**src/rtl/seg_mux_scheduler.sv**
```systemverilog
// seg_mux_scheduler: two-digit anode scan with a blanking gap at the start of each slot
module seg_mux_scheduler #(
    parameter int SLOT_CYCLES  = 24_000,
    parameter int BLANK_CYCLES = 600
) (
    input  logic       clk,
    input  logic       reset,
    input  logic       en,
    input  logic [3:0] s0,
    input  logic [3:0] s1,
    output logic [3:0] num,
    output logic [1:0] an,
    output logic       frame_tick
);
    localparam int CW = $clog2(SLOT_CYCLES);
    localparam logic [CW-1:0] B_LAST = CW'(BLANK_CYCLES - 1);
    localparam logic [CW-1:0] S_LAST = CW'(SLOT_CYCLES - 1);
    typedef enum logic [1:0] {BLANK0, SHOW0, BLANK1, SHOW1} state_t;
    state_t state, state_nx;
    logic [CW-1:0] cnt, cnt_nx;
    logic blank, slot_end;
    always_comb begin
        blank    = state == BLANK0 || state == BLANK1;
        slot_end = cnt == S_LAST;
        state_nx = !en ? BLANK0 :
                   ((blank && cnt == B_LAST) || (!blank && slot_end)) ? state_t'(state + 2'd1) : state;
        cnt_nx   = (!en || (!blank && slot_end)) ? '0 : cnt + 1'b1;
        an       = state == SHOW0 ? 2'b10 : state == SHOW1 ? 2'b01 : 2'b11;
    end
    // num latches the digit value during blanking so it is settled before the anode turns on
    always_ff @(posedge clk) begin
        if (reset) begin
            state      <= BLANK0;
            cnt        <= '0;
            num        <= 4'h0;
            frame_tick <= 1'b0;
        end else begin
            state      <= state_nx;
            cnt        <= cnt_nx;
            num        <= (!en || state == BLANK0) ? s0 : state == BLANK1 ? s1 : num;
            frame_tick <= en && state == SHOW1 && slot_end;
        end
    end
endmodule

```
**config.mk**
```make
export PLATFORM = sky130hd
export DESIGN_NAME = seg_mux_scheduler
export DESIGN_NICKNAME = d
export VERILOG_FILES = /design/src/rtl/seg_mux_scheduler.sv
export SDC_FILE = /design/constraint.sdc
export NUM_CORES = 1
export LEC_CHECK = 0
export ABC_AREA = 0
export CAP_MARGIN = 0
export CORE_ASPECT_RATIO = 1.5
export CORE_MARGIN = 3
export CORE_UTILIZATION = 45
export CTS_CLUSTER_DIAMETER = 150
export CTS_CLUSTER_SIZE = 24
export DETAILED_ROUTE_END_ITERATION = 7
export PLACE_DENSITY = 0.7
export SLEW_MARGIN = 30
export SYNTH_ARGS = -nofsm -noshare
export SYNTH_HDL_FRONTEND = slang
export SYNTH_SLANG_ARGS = --single-unit
```
**constraint.sdc**
```tcl
create_clock -name clk -period 3.1 [get_ports clk]
set_input_delay 0.31 -clock clk [delete_from_list [all_inputs] [get_ports clk]]
set_output_delay 0.31 -clock clk [all_outputs]
set_load 0.05 [all_outputs]
```
## Yosys cells after proc, flatten, opt, wreduce, memory -nomap -nowiden

Index checks and enable logic that the tools add are counted.

- $add $sub $neg: 2
- Eq/ne operators: 5
- Mux-type cells: 4
- Bitwise operators: 1
- Reduce and logical (&&, ||, !) cells: 14

Operators by type and width:

| operator | count |
|---|---|
| $add A15 B1 Y15 const B | 1 |
| $eq A15 B10 Y1 const B | 1 |
| $eq A15 B15 Y1 const B | 1 |
| $mux W4 | 2 |
| $eq A2 B2 Y1 const B | 2 |
| $logic_and A1 B1 Y1 | 4 |
| $logic_or A1 B1 Y1 | 4 |
| $mux W2 | 2 |
| $reduce_or A2 Y1 | 2 |
| $add A2 B1 Y2 const B | 1 |
| $eq A2 B1 Y1 const B | 1 |
| $logic_not A1 Y1 | 2 |
| $logic_not A2 Y1 | 1 |
| $reduce_bool A2 Y1 | 1 |
| $not A1 Y1 | 1 |

- Register bits after elaboration: 22
- Input port bits: 11
- Output and inout bits: 7

## Logic depth before layout (Yosys ltp)

- Depth in word-level cells: 6
- Mapped depth: 7

## Worst setup path after synthesis

No wires, ideal clock.

- Kind: reg2reg
- Start: register state[0]
- End: register state[0]
- Arrival: 1.374 ns
- Data required time: 2.985 ns
- Setup slack: 1.611 ns
- Stages on the path, launching flop included: 8
- Path buffers: 0
- Cells stage by stage: dfxtp_1 inv_1 ha_1 nor2_1 nor4_1 a22o_2 xnor2_1 and2_1

- Cells in the longest elaborated chain, start to end: 5

Ends and longest elaborated chain:

| item | RTL line | source |
|---|---|---|
| start: declaration | 19 | `state_t state, state_nx;` |
| start signal: assignment | 38 | `state <= state_nx;` |
| $eq A2 B2 Y1 / $logic_not A2 Y1 (equally long branches) | 23 | `blank = state == BLANK0 \|\| state == BLANK1;` |
| $logic_or A1 B1 Y1 | 23 |  |
| $logic_not A1 Y1 | 26 | `((blank && cnt == B_LAST) \|\| (!blank && slot_end)) ? state_t'(state + 2'd1) : state;` |
| $logic_and A1 B1 Y1 | 26 |  |
| $logic_or A1 B1 Y1 | 26 |  |

Several ways; a longest one is shown, not always the timed one.
A chain may end at the register's enable or synchronous reset.

## Worst setup path in the final report

- Start: register state[1]
- End: output an[0]

- Cells in the longest elaborated chain, start to end: 2

Ends and longest elaborated chain:

| item | RTL line | source |
|---|---|---|
| $eq A2 B1 Y1 | 28 | `an = state == SHOW0 ? 2'b10 : state == SHOW1 ? 2'b01 : 2'b11;` |
| $mux W2 | 28 |  |
| end: declaration | 12 | `output logic [1:0] an,` |

Every way passes these cells.

==> results.md <==
* Critical path endpoint category: output pin
* WS Path Type: reg2out
* CTS tree: done
* Utilization after layout at 60.1%
* Worst Hold Path EP: cnt[0]
* Post-DR wirelength/cell at approximately 13 um
* Die area at 2940 um^2
* Via count at 860
* DRT Pass-1 Iters at 4
* Reg2Reg Depth at 6
* R2R setup slack at 1.35 ns
* DRC at 0
* Final Hold Viols at 0
* Largest net degree at the start of global routing at 15
* Mapped Nets at 137
* Seq. cell area at roughly 440 um^2
* Seq/Total Area, Yosys at 42.4%
* Fill cell count at 196
* Yosys top cell area share at 42.4%
* Hold-fix buffers at CTS at 0
* Post-CTS Setup Inserts at 0
* Worst r2r src: cnt[0]
* Critical path arrival at 1.82 ns
* Fin Hold WS at 0.461 ns
* Initial antenna violation count at 0
* Ys async rst share at 0%
* Mapped Area at 1040 um^2
* Row cnt at 20
* Synth-to-layout area growth at 21.4%
* Die width at ~45 um
* Resized cells post-CTS at 0
* Final #Nets at 157
* Total track usage at around 17%
* Detailed Route Iter0 Violations at 4
* Max-Cap Viols at 0
* Htree depth at 1
* TNS Setup at 0 ns
* Clk_lat worst skew at 0.31 ns
* Clk slew on worst S/H paths at 0.12 ns
* Area contributors post-synth: dfxtp_1 42%, nor2_1 7.9%, xnor2_1 6.7%
* Synth Register Bits at 22
* Setup-failing EPs final at 0
* Yosys top cell by area: dfxtp_1
* DIE HEIGHT at 64.9 um
* Multi-input gate area at 558 um^2
* YS warnings at 0
* Placed cell area at 1230 um^2
* Initial Utilization at 49.5%
* ANT cells at 0
* Share of layout cells above drive strength 1 at around 6.4%
* Clk_skew at 0.00189 ns
* WP data required at 2.79 ns
* Fin area at roughly 1300 um^2
* CTS Sinks at 22
* Yosys cell types at 28
* Longest Clk Path Bufs at 2
* CP Launch Type: register
* Worst hold path depth at 1
* Crit path max fanout at 4
* RSZ-0062 raised after global routing: no
* Core area at around 2100 um^2
* FMAX at 469 MHz
* Min Clock Period, post-route at 2.13 ns
* DR vias/cell at 5.31
* Tcrit/Tclk final at 68.7%
* EDFF count, synth at 0
* ANT nets after route at 0
* Slew @ Worst Pin at 0.501 ns
* Total power draw at 487 uW
* Gate Count Post-Synth at 121
* Clock Tree Root: clkbuf_4
* Number of global-route vias before repair at 828
* Post-Route WL at 2110 um
* CTS buffer count at 3
* Tightest Hold Check Type: reg2reg
* Port-buffer cells at 17
* Rel. slew slack at about two thirds
* R2r endpoint: cnt[12]
* Power Density at 386 nW/um^2
* Top FF cell, synth: dfxtp_1
* Detail Placement HPWL at between 1500 and 2000 um
* Num ports at 18
* GP Congestion at 0.772
* Mean Syn Cell Area at 8.59 um^2
* Pleak at roughly 0.00048 uW
* VDD IR max at 0.326 mV
* First-pass GRT wire length at 3660 um
* GR Overflow Total at 0
* Status: finished, final reports clean
* Final Slew Violations at 0
* Commonest non-fill, non-tap cells in the layout: 22 x nor2_1, 22 x dfxtp_1, 17 x clkdlybuf4s50_1
* Worst Min Path Start: cnt[0]
[cell usage after synthesis (all sizes together), types with 2 or more instances]
cell      n
nand2     8
xor2      6
ha        5
and3      5
nor3      7
nand4bb   2
nand4     2
dfxtp    22
nor2     22
nand3     4
a21oi     8
nor4      2
inv       8
xnor2     8
[report_power, final]
| group | total (uW) | internal (uW) | switching, uW |
|---|---|---|---|
| logic | 39.4 | 19.0 | 20.4 |
| registers | 289 | 287 | 2.27 |
| clock network | 159 | 71.8 | 87.2 |
[registers in the layout, summed over array words and instances (netlist names)]
register	cells
cnt	15
frame_tick	1
num	4
state	2
[worst max path at each step]
stage	startpoint	endpoint	slack, ns	cells past startpoint
global placement	state[1]	an[0]	1.35	4
finish	state[1]	an[0]	0.97	4
detailed placement	state[1]	an[0]	1.32	4
global route	state[1]	an[0]	0.87	4
CTS	state[1]	an[0]	0.96	4
floorplan	state[0]	state[0]	1.61	7
[per-stage QoR]
step	worst slack [ns]	cells
floorplan	1.61	121
global placement	1.35	158
detailed placement	1.32	158
CTS	0.956	162
global route	0.866	162
finish	0.969	162
[cells by family (layout without fill, tap and decap cells)]
kind of cell	Yosys count	count (layout)	share of synthesized area, %
buffers and inverters	10	29	3.97
XOR/XNOR	14	14	11.8
multiplexers	1	1	0.963
flip-flops	22	22	42.4
AO/OA/AOI/OAI	9	9	4.81
adder cells (fa/ha/maj)	5	5	6.02
AND/OR/NAND/NOR	60	60	30.1
[critical path: stages (launching register included)]
cell,delay [ns]
dfxtp_1,0.40
inv_1,0.09
ha_1,0.18
inv_1,0.05
clkdlybuf4s50_1,0.79
[area by class of cell]
type                       count  area share, %
clock buffer                   4           2.87
inverter                       8           2.38
multi-input combinational     89           44.2
sequential                    22           34.9
tap                           22           2.18
timing repair buffer          17           13.5
[metal layers]
layer	global-route usage, %	share of wire (%)	vias up	routed length [um]
met5	0	0	-	0
met4	7.69	2.1	0	44
met3	1.67	3.8	5	80
met2	30.9	53	20	1130
met1	17.8	41	392	855
li1	-	-	443	-
(Power assumes the default switching activity.)
